$ cat src/rtl/sram_like_resp.sv
// sram_like_resp: responder end of the SRAM-like data bus (req / addr_ok / data_ok).
// Accepted requests go straight to a 1-cycle-latency synchronous RAM and are
// answered in order after at least LATENCY cycles, with up to DEPTH outstanding.
// Optional build macro SRAM_LIKE_RAND_DELAY_EN: LFSR-driven addr_ok throttling
// and 0..3 cycles of extra response delay per accepted request.

module sram_like_resp #(
  parameter int unsigned DEPTH   = 2,
  parameter int unsigned LATENCY = 2,
  parameter int unsigned ADDR_W  = 16,
  parameter logic [15:0] SEED    = 16'hACE1
) (
  input  logic              clk,
  input  logic              reset,
  input  logic              data_sram_req,
  input  logic              data_sram_wr,
  input  logic [1:0]        data_sram_size,
  input  logic [3:0]        data_sram_wstrb,
  input  logic [31:0]       data_sram_addr,
  input  logic [31:0]       data_sram_wdata,
  output logic              data_sram_addr_ok,
  output logic              data_sram_data_ok,
  output logic [31:0]       data_sram_rdata,
  output logic              ram_en,
  output logic [3:0]        ram_we,
  output logic [ADDR_W-1:0] ram_addr,
  output logic [31:0]       ram_wdata,
  input  logic [31:0]       ram_rdata
);

  localparam int unsigned IDX_W = (DEPTH > 1) ? $clog2(DEPTH) : 1;
  localparam int unsigned PTR_W = IDX_W + 1;
  localparam int unsigned SLOTS = 1 << IDX_W;
  localparam int unsigned CNT_W = $clog2(DEPTH + 1);
  localparam int unsigned CD_W  = 5;

  // Circular response queue; pointers carry one extra wrap bit.
  logic [PTR_W-1:0] wr_ptr_q, wr_ptr_d;
  logic [PTR_W-1:0] rd_ptr_q, rd_ptr_d;
  logic [CNT_W-1:0] count_q, count_d;
  logic [CD_W-1:0]  cd_q   [SLOTS];
  logic [31:0]      data_q [SLOTS];
  logic             cap_q  [SLOTS];
  logic             rd_q   [SLOTS];
  logic             cap_pend_q;
  logic [IDX_W-1:0] cap_idx_q;

  logic [IDX_W-1:0] wr_idx;
  logic [IDX_W-1:0] hd_idx;
  logic             empty;
  logic             accept;
  logic             head_cap;
  logic             head_ready;
  logic [31:0]      head_data;
  logic [CD_W-1:0]  cd_init;
  logic             throttle;
  logic             unused_bits;

`ifdef SRAM_LIKE_RAND_DELAY_EN
  logic [15:0] lfsr_q, lfsr_d;

  // Fibonacci LFSR, taps 16,14,13,11
  always_comb begin
    lfsr_d = {lfsr_q[14:0], lfsr_q[15] ^ lfsr_q[13] ^ lfsr_q[12] ^ lfsr_q[10]};
  end

  // LFSR register, reloaded with SEED on reset
  always_ff @(posedge clk) begin
    if (reset) lfsr_q <= SEED;
    else       lfsr_q <= lfsr_d;
  end

  assign throttle    = lfsr_q[0];
  assign cd_init     = CD_W'(LATENCY - 1) + CD_W'(lfsr_q[2:1]);
  assign unused_bits = ^{data_sram_size, data_sram_addr[1:0], data_sram_addr[31:ADDR_W+2]};
`else
  assign throttle    = 1'b0;
  assign cd_init     = CD_W'(LATENCY - 1);
  assign unused_bits = ^{data_sram_size, data_sram_addr[1:0], data_sram_addr[31:ADDR_W+2], SEED};
`endif

  // Handshake, RAM drive, response selection and pointer/count next-state
  always_comb begin
    wr_idx            = wr_ptr_q[IDX_W-1:0];
    hd_idx            = rd_ptr_q[IDX_W-1:0];
    empty             = (wr_ptr_q == rd_ptr_q);
    data_sram_addr_ok = ~reset & (count_q < CNT_W'(DEPTH)) & ~throttle;
    accept            = data_sram_req & data_sram_addr_ok;

    ram_en    = accept;
    ram_we    = (accept & data_sram_wr) ? data_sram_wstrb : '0;
    ram_addr  = data_sram_addr[ADDR_W+1:2];
    ram_wdata = data_sram_wdata;

    // Entry accepted last cycle has its RAM data on ram_rdata right now;
    // let it answer directly instead of waiting a cycle for capture.
    head_cap = cap_pend_q & (cap_idx_q == hd_idx);
    if (cap_q[hd_idx])     head_data = data_q[hd_idx];
    else if (rd_q[hd_idx]) head_data = ram_rdata;
    else                   head_data = '0;

    head_ready        = ~empty & (cd_q[hd_idx] == '0) & (cap_q[hd_idx] | head_cap);
    data_sram_data_ok = ~reset & head_ready;
    data_sram_rdata   = data_sram_data_ok ? head_data : '0;

    wr_ptr_d = wr_ptr_q + PTR_W'(accept);
    rd_ptr_d = rd_ptr_q + PTR_W'(data_sram_data_ok);
    count_d  = count_q + CNT_W'(accept) - CNT_W'(data_sram_data_ok);
  end

  // Queue state: push on accept, capture one cycle later, count down, pop on data_ok
  always_ff @(posedge clk) begin
    if (reset) begin
      wr_ptr_q   <= '0;
      rd_ptr_q   <= '0;
      count_q    <= '0;
      cap_pend_q <= 1'b0;
      cap_idx_q  <= '0;
      for (int unsigned i = 0; i < SLOTS; i++) begin
        cd_q[IDX_W'(i)]   <= '0;
        data_q[IDX_W'(i)] <= '0;
        cap_q[IDX_W'(i)]  <= 1'b0;
        rd_q[IDX_W'(i)]   <= 1'b0;
      end
    end else begin
      wr_ptr_q <= wr_ptr_d;
      rd_ptr_q <= rd_ptr_d;
      count_q  <= count_d;
      for (int unsigned i = 0; i < SLOTS; i++) begin
        if (cd_q[IDX_W'(i)] != '0) cd_q[IDX_W'(i)] <= cd_q[IDX_W'(i)] - CD_W'(1);
      end
      if (cap_pend_q) begin
        data_q[cap_idx_q] <= rd_q[cap_idx_q] ? ram_rdata : '0;
        cap_q[cap_idx_q]  <= 1'b1;
      end
      if (accept) begin
        cd_q[wr_idx]  <= cd_init;
        rd_q[wr_idx]  <= ~data_sram_wr;
        cap_q[wr_idx] <= 1'b0;
      end
      cap_pend_q <= accept;
      cap_idx_q  <= wr_idx;
    end
  end

endmodule

$ cat config.mk
export PLATFORM = sky130hd
export DESIGN_NAME = sram_like_resp
export DESIGN_NICKNAME = d
export VERILOG_FILES = /design/src/rtl/sram_like_resp.sv
export SDC_FILE = /design/constraint.sdc
export NUM_CORES = 1
export LEC_CHECK = 0
export ABC_CLOCK_PERIOD_IN_PS = 3000
export CAP_MARGIN = 5
export CORE_UTILIZATION = 46
export DETAILED_ROUTE_END_ITERATION = 12
export PLACE_DENSITY = 0.87
export REMOVE_ABC_BUFFERS = 1
export SYNTH_ARGS = -nofsm -noshare
export SYNTH_HDL_FRONTEND = slang
export SYNTH_SLANG_ARGS = --single-unit
$ cat constraint.sdc
create_clock -name clk -period 3 [get_ports clk]
set_input_delay 0.3 -clock clk [delete_from_list [all_inputs] [get_ports clk]]
set_output_delay 0.3 -clock clk [all_outputs]
set_load 0.005 [all_outputs]
==> implementation parameters, run 1 <==
Parameter                              Value

Clock network
  Clock latency reported for the late side of the worst-skew pair ... 0.37 ns
  H-tree depth reported by CTS ... 3
  Post-CTS Hold Fix Bufs ... 0
  TritonCTS clock tree ... built
  Max Root-Sink Buffers ... 2
  Root buffer cell ... sky130_fd_sc_hd__clkbuf_8
  Clock transition at the registers of the reported paths ... 0.09 ns
  Total setup buffers inserted after CTS ... 0
  TritonCTS sink count ... 86
  Number of buffers added by the clock tree synthesis step ... 9

GRT
  Wire length of the first global-routing pass ... 18100 um
  Largest net degree at the start of global routing ... 34
  Global Route Usage Sum ... 24.9%
  Number of global-route vias before repair ... 3121
  Antenna violations before repair ... 0
  Total congestion overflow after global routing ... 0

Place
  Number of port buffers ... 78
  Placed wire-length estimate after detailed placement ... 8450 um
  Pre-CTS WS ... 0.460 ns
  Global placement routability congestion ... 0.774
  Placed cell areas ... 4930 sq um

Setup path
  Worst path bufs/invs ... 1
  Kind of capture point of the worst setup path ... primary output
  Start-to-end type of the worst setup path ... reg2out
  Critical path's largest stage delay ... 0.54 ns
  Worst endpoint data arrival time ... 2.46 ns
  Max stage delay cell, worst path ... sky130_fd_sc_hd__clkdlybuf4s50_1
  CP required ... 2.70 ns
  Crit-path max FO ... 33
  Gate family responsible for the most delay along the worst path ... simple AND/OR/NAND/NOR gates
  Critical path startpoint category ... flop
  Cells along the critical path ... nor4b_2 -> a22o_2 -> nand3_4 -> nor2_1 -> clkdlybuf4s50_1

Die
  Die Footprint ... 9950 sq um
  Initial core utilization ... 47.6%
  I/O pin cnt ... 193
  Row count ... 35
  Core ar. ... 9240 sq um
  Floorplan die height ... 99.8 um
  Width of the die ... 99.8 um

Pwr
  Net Sw Frac ... 29.9%
  Share of power burned in the clock network ... 27.5%
  Part of the total power dissipated in sequential elements ... 50.2%
  Post-route total power ... 3010 uW
  Static leakage power ... 0.00186 uW
  Maximum VDD drop ... 362 uV
  Power per unit of standard cell area ... 586 nW/um^2
  Internal power summed over all cells ... 2110 uW
  Sw Pwr ... 899 uW
  Share of power burned in combinational logic ... 22.4%

Run
  Reported max-cap violation count ... 0

Finish
  Number of nets in the finished design ... 531
  Layout Area Growth over Synthesis ... 16.7%
  Final instance area ... 5130 sq um
  Antenna Diode Count ... 0
  Ratio of cells with drive above 1 in the final layout ... 7.82%

STA
  Setup-violating endpoint count in the final report ... 0
  Transition time at the pin with the least slew margin ... 0.710 ns
  Max-slew violation count ... 0
  RSZ-0062 raised after global routing ... false
  Final critical delay including setup and external delays ... 2.76 ns
  Final Skew ... 0.0133 ns
  Accumulated negative setup slack ... 0 ns
  Relative slew slack ... 52.6%
  Fmax ... 362 MHz
  Hold_ws ... 0.481 ns
  Setup slack after layout ... 0.236 ns
  Fraction of the cycle the final worst path needs ... 92.1%
  Final-report hold violation count ... 0

Logic synthesis
  Synthesized area divided by synthesized cell count ... 11.3 sq um
  Synth cell count leaders ... 66 x sky130_fd_sc_hd__edfxtp_1, 65 x sky130_fd_sc_hd__and2_1, 49 x sky130_fd_sc_hd__buf_4
  Cell area after synthesis ... 4400 sq um
  Netlist cell types ... 40
  Most area-consuming cells after synthesis ... sky130_fd_sc_hd__edfxtp_1 45%, sky130_fd_sc_hd__and2_1 9.3%, sky130_fd_sc_hd__dfxtp_1 9.1%
  Post-synth EDFFs ... 66
  Area share of the leading cell type in the synthesized netlist ... 45.1%
  Dominant cell type by area after synthesis ... sky130_fd_sc_hd__edfxtp_1
  Sequential share of the synthesized area ... 54.2%
  Synth Warn # ... 0
  Syn Inst Count ... 390
  Synthesis-stage register bit count ... 86
  Fraction of synthesis flops using an asynchronous set or reset pin ... 0%
  Leading cell type by number of instances after synthesis ... sky130_fd_sc_hd__edfxtp_1
  Dominant synthesized flop cell ... sky130_fd_sc_hd__edfxtp_1

Detailed routing
  Antenna-violating nets left ... 0
  Vias post-DR ... 3126
  # DRC ... 0
  Post-detailed-route wirelength per cell ... 21.4 um
  DRC violation total after the first TritonRoute iteration ... 307
  Number of search-and-repair iterations in the first detailed-routing pass ... 7
  Routed via count divided by cell count ... 5.67
  Total routed wirelength ... 11800 um

Outcome
  Result of the run ... finished clean

Hold path
  Classification of the worst-slack hold path ... reg2reg
[cells in the final DEF, fill, tap and decap left out, drive strengths merged, types with 3 or more instances in the layout]
cell / instances
nor2: 46
xnor2: 7
buf: 9
clkdlybuf4s50: 78
clkbuf: 9
nor2b: 6
inv: 13
clkinv: 3
a21oi: 8
nand2: 12
ha: 8
dfxtp: 20
nor4b: 3
and2: 65
nor3: 6
and3: 5
o21ai: 3
nand2b: 4
a222oi: 32
edfxtp: 66
[flip-flops by register name, indices dropped and copies added, names as in the netlist]
signal and count:
rd_q 2, cap_q 2, data_q 64, cap_idx_q 1
cd_q 10, wr_ptr_q 2, cap_pend_q 1, count_q 2
rd_ptr_q 2
[power groups by stage]
| stage | Clock (uW) | Sequential, uW | Combinational (uW) |
|---|---|---|---|
| floorplan | 0 | 1510 | 446 |
| global placement | 0 | 1520 | 612 |
| detailed placement | 0 | 1530 | 664 |
| CTS | 826 | 1510 | 670 |
| global route | 885 | 1530 | 743 |
| finish | 825 | 1510 | 672 |
[worst register-to-register path, stage by stage (launching register included)]
cell and delay (ns):
sky130_fd_sc_hd__dfxtp_2 0.48, sky130_fd_sc_hd__nor4b_2 0.28, sky130_fd_sc_hd__a22o_2 0.21, sky130_fd_sc_hd__nand3_4 0.31
sky130_fd_sc_hd__inv_1 0.28, sky130_fd_sc_hd__ha_1 0.26, sky130_fd_sc_hd__inv_1 0.05, sky130_fd_sc_hd__ha_1 0.21
sky130_fd_sc_hd__nor2b_1 0.13
[routing by layer]
metal / wire, um / GRT usage (%) / share of wire (%) / up-vias
li1: - / - / - / 1411
met1: 4530 / 30.5 / 38 / 1498
met2: 5100 / 34.7 / 43 / 198
met3: 1970 / 17.4 / 17 / 15
met4: 106 / 5.66 / 0.90 / 4
met5: 105 / 10.3 / 0.89 / -
[final timing paths]
path                                  start                  to  slack [ns]  depth (start not counted)
worst min-delay path             cd_q[0][4]          cd_q[0][4]        0.48                          2
worst max register to register  rd_ptr_q[0]          count_q[0]        0.69                          8
worst max-delay path            rd_ptr_q[0]  data_sram_rdata[4]        0.24                          5
worst min register to register   cd_q[0][4]          cd_q[0][4]        0.48                          2
[cells by family after synthesis]
family / synth area share [%]
AND/OR/NAND/NOR: 19.9
flip-flops: 54.2
buffers and inverters: 12.2
AO/OA/AOI/OAI: 9.65
XOR/XNOR: 1.79
adder cells (fa/ha/maj): 2.28
[repair_timing]
action | 4_1_cts | 5_1_grt
resized for setup | 0 | 2
endpoints found under the setup margin | 0 | 12
hold endpoints to repair | 0 | 0
[cell type report]
class | instances | area (sq um)
clock buffer | 9 | 124
clock inverter | 7 | 72.6
fill | 775 | 4110
inverter | 11 | 41.3
multi-input combinational | 222 | 1490
sequential | 86 | 2380
tap | 129 | 161
timing repair buffer | 87 | 861
[metrics by stage]
step	utilization [%]	cells
global placement	53.3	535
CTS	55.4	551
floorplan	-	319
finish	55.5	551
detailed placement	53.3	535
global route	55.5	551
Note: power is estimated with default switching activity, not from simulation.
==> run 2: changes to the inputs <==
MAX_ROUTING_LAYER = met4   (was not set)
SKIP_CTS_REPAIR_TIMING = 1   (was not set)
==> run 2 against run 1 <==
Via count is 1.2% lower. Combinational power hardly changed. Core utilization stayed put. Clock skew is 0.0018 ns lower. Clock power is 0.5% lower. Sequential power hardly changed. Largest cell class unchanged.
==> implementation parameters, run 2 (synthesis gave the netlist of run 1 again) <==
Parameter                              Value

STA
  Accumulated negative setup slack ... 0 ns
  Final critical delay including setup and external delays ... 2.78 ns
  Setup-violating endpoint count in the final report ... 0
  Setup slack after layout ... 0.220 ns
  Final Skew ... 0.0115 ns
  RSZ-0062 raised after global routing ... false
  Final-report hold violation count ... 0
  Transition time at the pin with the least slew margin ... 0.691 ns
  Relative slew slack ... 54.0%
  Max-slew violation count ... 0
  Fmax ... 360 MHz
  Fraction of the cycle the final worst path needs ... 92.7%

Finish
  Number of nets in the finished design ... 531
  Final instance area ... 5130 sq um
  Antenna Diode Count ... 0
  Most common cell after layout, fill and taps aside ... sky130_fd_sc_hd__clkdlybuf4s50_1
  Leading cell types in the layout, fill and taps excluded ... 78 x sky130_fd_sc_hd__clkdlybuf4s50_1, 66 x sky130_fd_sc_hd__edfxtp_1, 65 x sky130_fd_sc_hd__and2_1
  Finished Core Util ... 55.5%
  Leading registers by flop count ... data_q x64, cd_q x10
  Flip-flop count of the largest register after layout ... 64
  Most flop-heavy register ... data_q
  Ratio of cells with drive above 1 in the final layout ... 7.82%
  Layout Area Growth over Synthesis ... 16.7%
  Non-filler instance count after layout ... 551

Pwr
  Power per unit of standard cell area ... 585 nW/um^2
  Maximum VDD drop ... 363 uV
  Static leakage power ... 0.00186 uW

Detailed routing
  Post-detailed-route wirelength per cell ... 21.5 um
  Total routed wirelength ... 11900 um
  # DRC ... 0
  Vias post-DR ... 3088
  Antenna-violating nets left ... 0
  Detail Route met2 WL ... 5090 um
  Total met3 wirelength after detailed routing ... 2020 um
  Detailed-route wire length on metal 1 ... 4650 um
  Highest routed metal layer ... met4
  Number of search-and-repair iterations in the first detailed-routing pass ... 6
  Routed via count divided by cell count ... 5.60
  DRC violation total after the first TritonRoute iteration ... 321

Outcome
  Result of the run ... finished clean

Setup path
  Crit-path max FO ... 33
  Critical path startpoint category ... flop
  CP required ... 2.70 ns
  Kind of capture point of the worst setup path ... primary output
  Start-to-end type of the worst setup path ... reg2out
  Worst endpoint data arrival time ... 2.48 ns

Clock network
  Max Root-Sink Buffers ... 2
  Clock transition at the registers of the reported paths ... 0.09 ns
  Clock latency reported for the late side of the worst-skew pair ... 0.36 ns
  Root buffer cell ... sky130_fd_sc_hd__clkbuf_8
  Number of buffers added by the clock tree synthesis step ... 9
  TritonCTS sink count ... 86
  H-tree depth reported by CTS ... 3
  TritonCTS clock tree ... built

GRT
  Number of global-route vias before repair ... 3113
  Global Route Usage Sum ... 25.7%
  Antenna violations before repair ... 0
  Largest net degree at the start of global routing ... 34
  Total congestion overflow after global routing ... 0
  Wire length of the first global-routing pass ... 18100 um

Die
  Width of the die ... 99.8 um
  Initial core utilization ... 47.6%
  I/O pin cnt ... 193
  Floorplan die height ... 99.8 um
  Die Footprint ... 9950 sq um
  Core ar. ... 9240 sq um
  Row count ... 35

Place
  Global placement routability congestion ... 0.784
  # placed instances ... 535
  Placed wire-length estimate after detailed placement ... 8450 um
  Number of port buffers ... 78
  Pre-CTS WS ... 0.460 ns
  Placed cell areas ... 4930 sq um

Run
  Reported max-cap violation count ... 0

Hold path
  Classification of the worst-slack hold path ... reg2reg
-- run 2: metal layers --
layer | global-route usage, % | up-vias
li1 | - | 1406
met1 | 30.8 | 1472
met2 | 35.1 | 196
met3 | 17.3 | 14
met4 | 6.11 | 0
met5 | - | -
-- run 2: power breakdown --
group	switching [uW]	leakage [uW]	internal, uW
clock network	433	0.0000976	388
logic	352	0.000909	318
registers	107	0.000858	1400
total	892	0.00186	2110
-- run 2: critical path, cell delays in order (launching register included) --
cell                              delay, ns
sky130_fd_sc_hd__dfxtp_2               0.48
sky130_fd_sc_hd__nor4b_2               0.28
sky130_fd_sc_hd__a22o_2                0.21
sky130_fd_sc_hd__nand3_4               0.31
sky130_fd_sc_hd__inv_1                 0.29
sky130_fd_sc_hd__clkdlybuf4s50_1       0.55
-- run 2: stage by stage --
stage / total power [uW] / hold slack (ns)
after floorplan: 1950 / 0.372
after global placement: 2130 / 0.456
after detailed placement: 2200 / 0.477
after CTS: 3000 / 0.490
after global routing: 3150 / 0.493
final: 3000 / 0.482
-- run 2: layout make-up --
cell class,instances,area (sq um)
clock buffer,9,124
sequential,86,2380
multi-input combinational,222,1490
timing repair buffer,87,861
inverter,11,41.3
fill,775,4110
tap,129,161
clock inverter,7,72.6
-- run 2: final timing paths --
kind,startpoint,endpoint,slack [ns],depth (start not counted)
setup / recovery,rd_ptr_q[0],data_sram_data_ok,0.22,5
hold reg to reg,cd_q[0][4],cd_q[0][4],0.48,2
hold / removal,cd_q[0][4],cd_q[0][4],0.48,2
setup reg to reg,rd_ptr_q[0],count_q[0],0.66,8
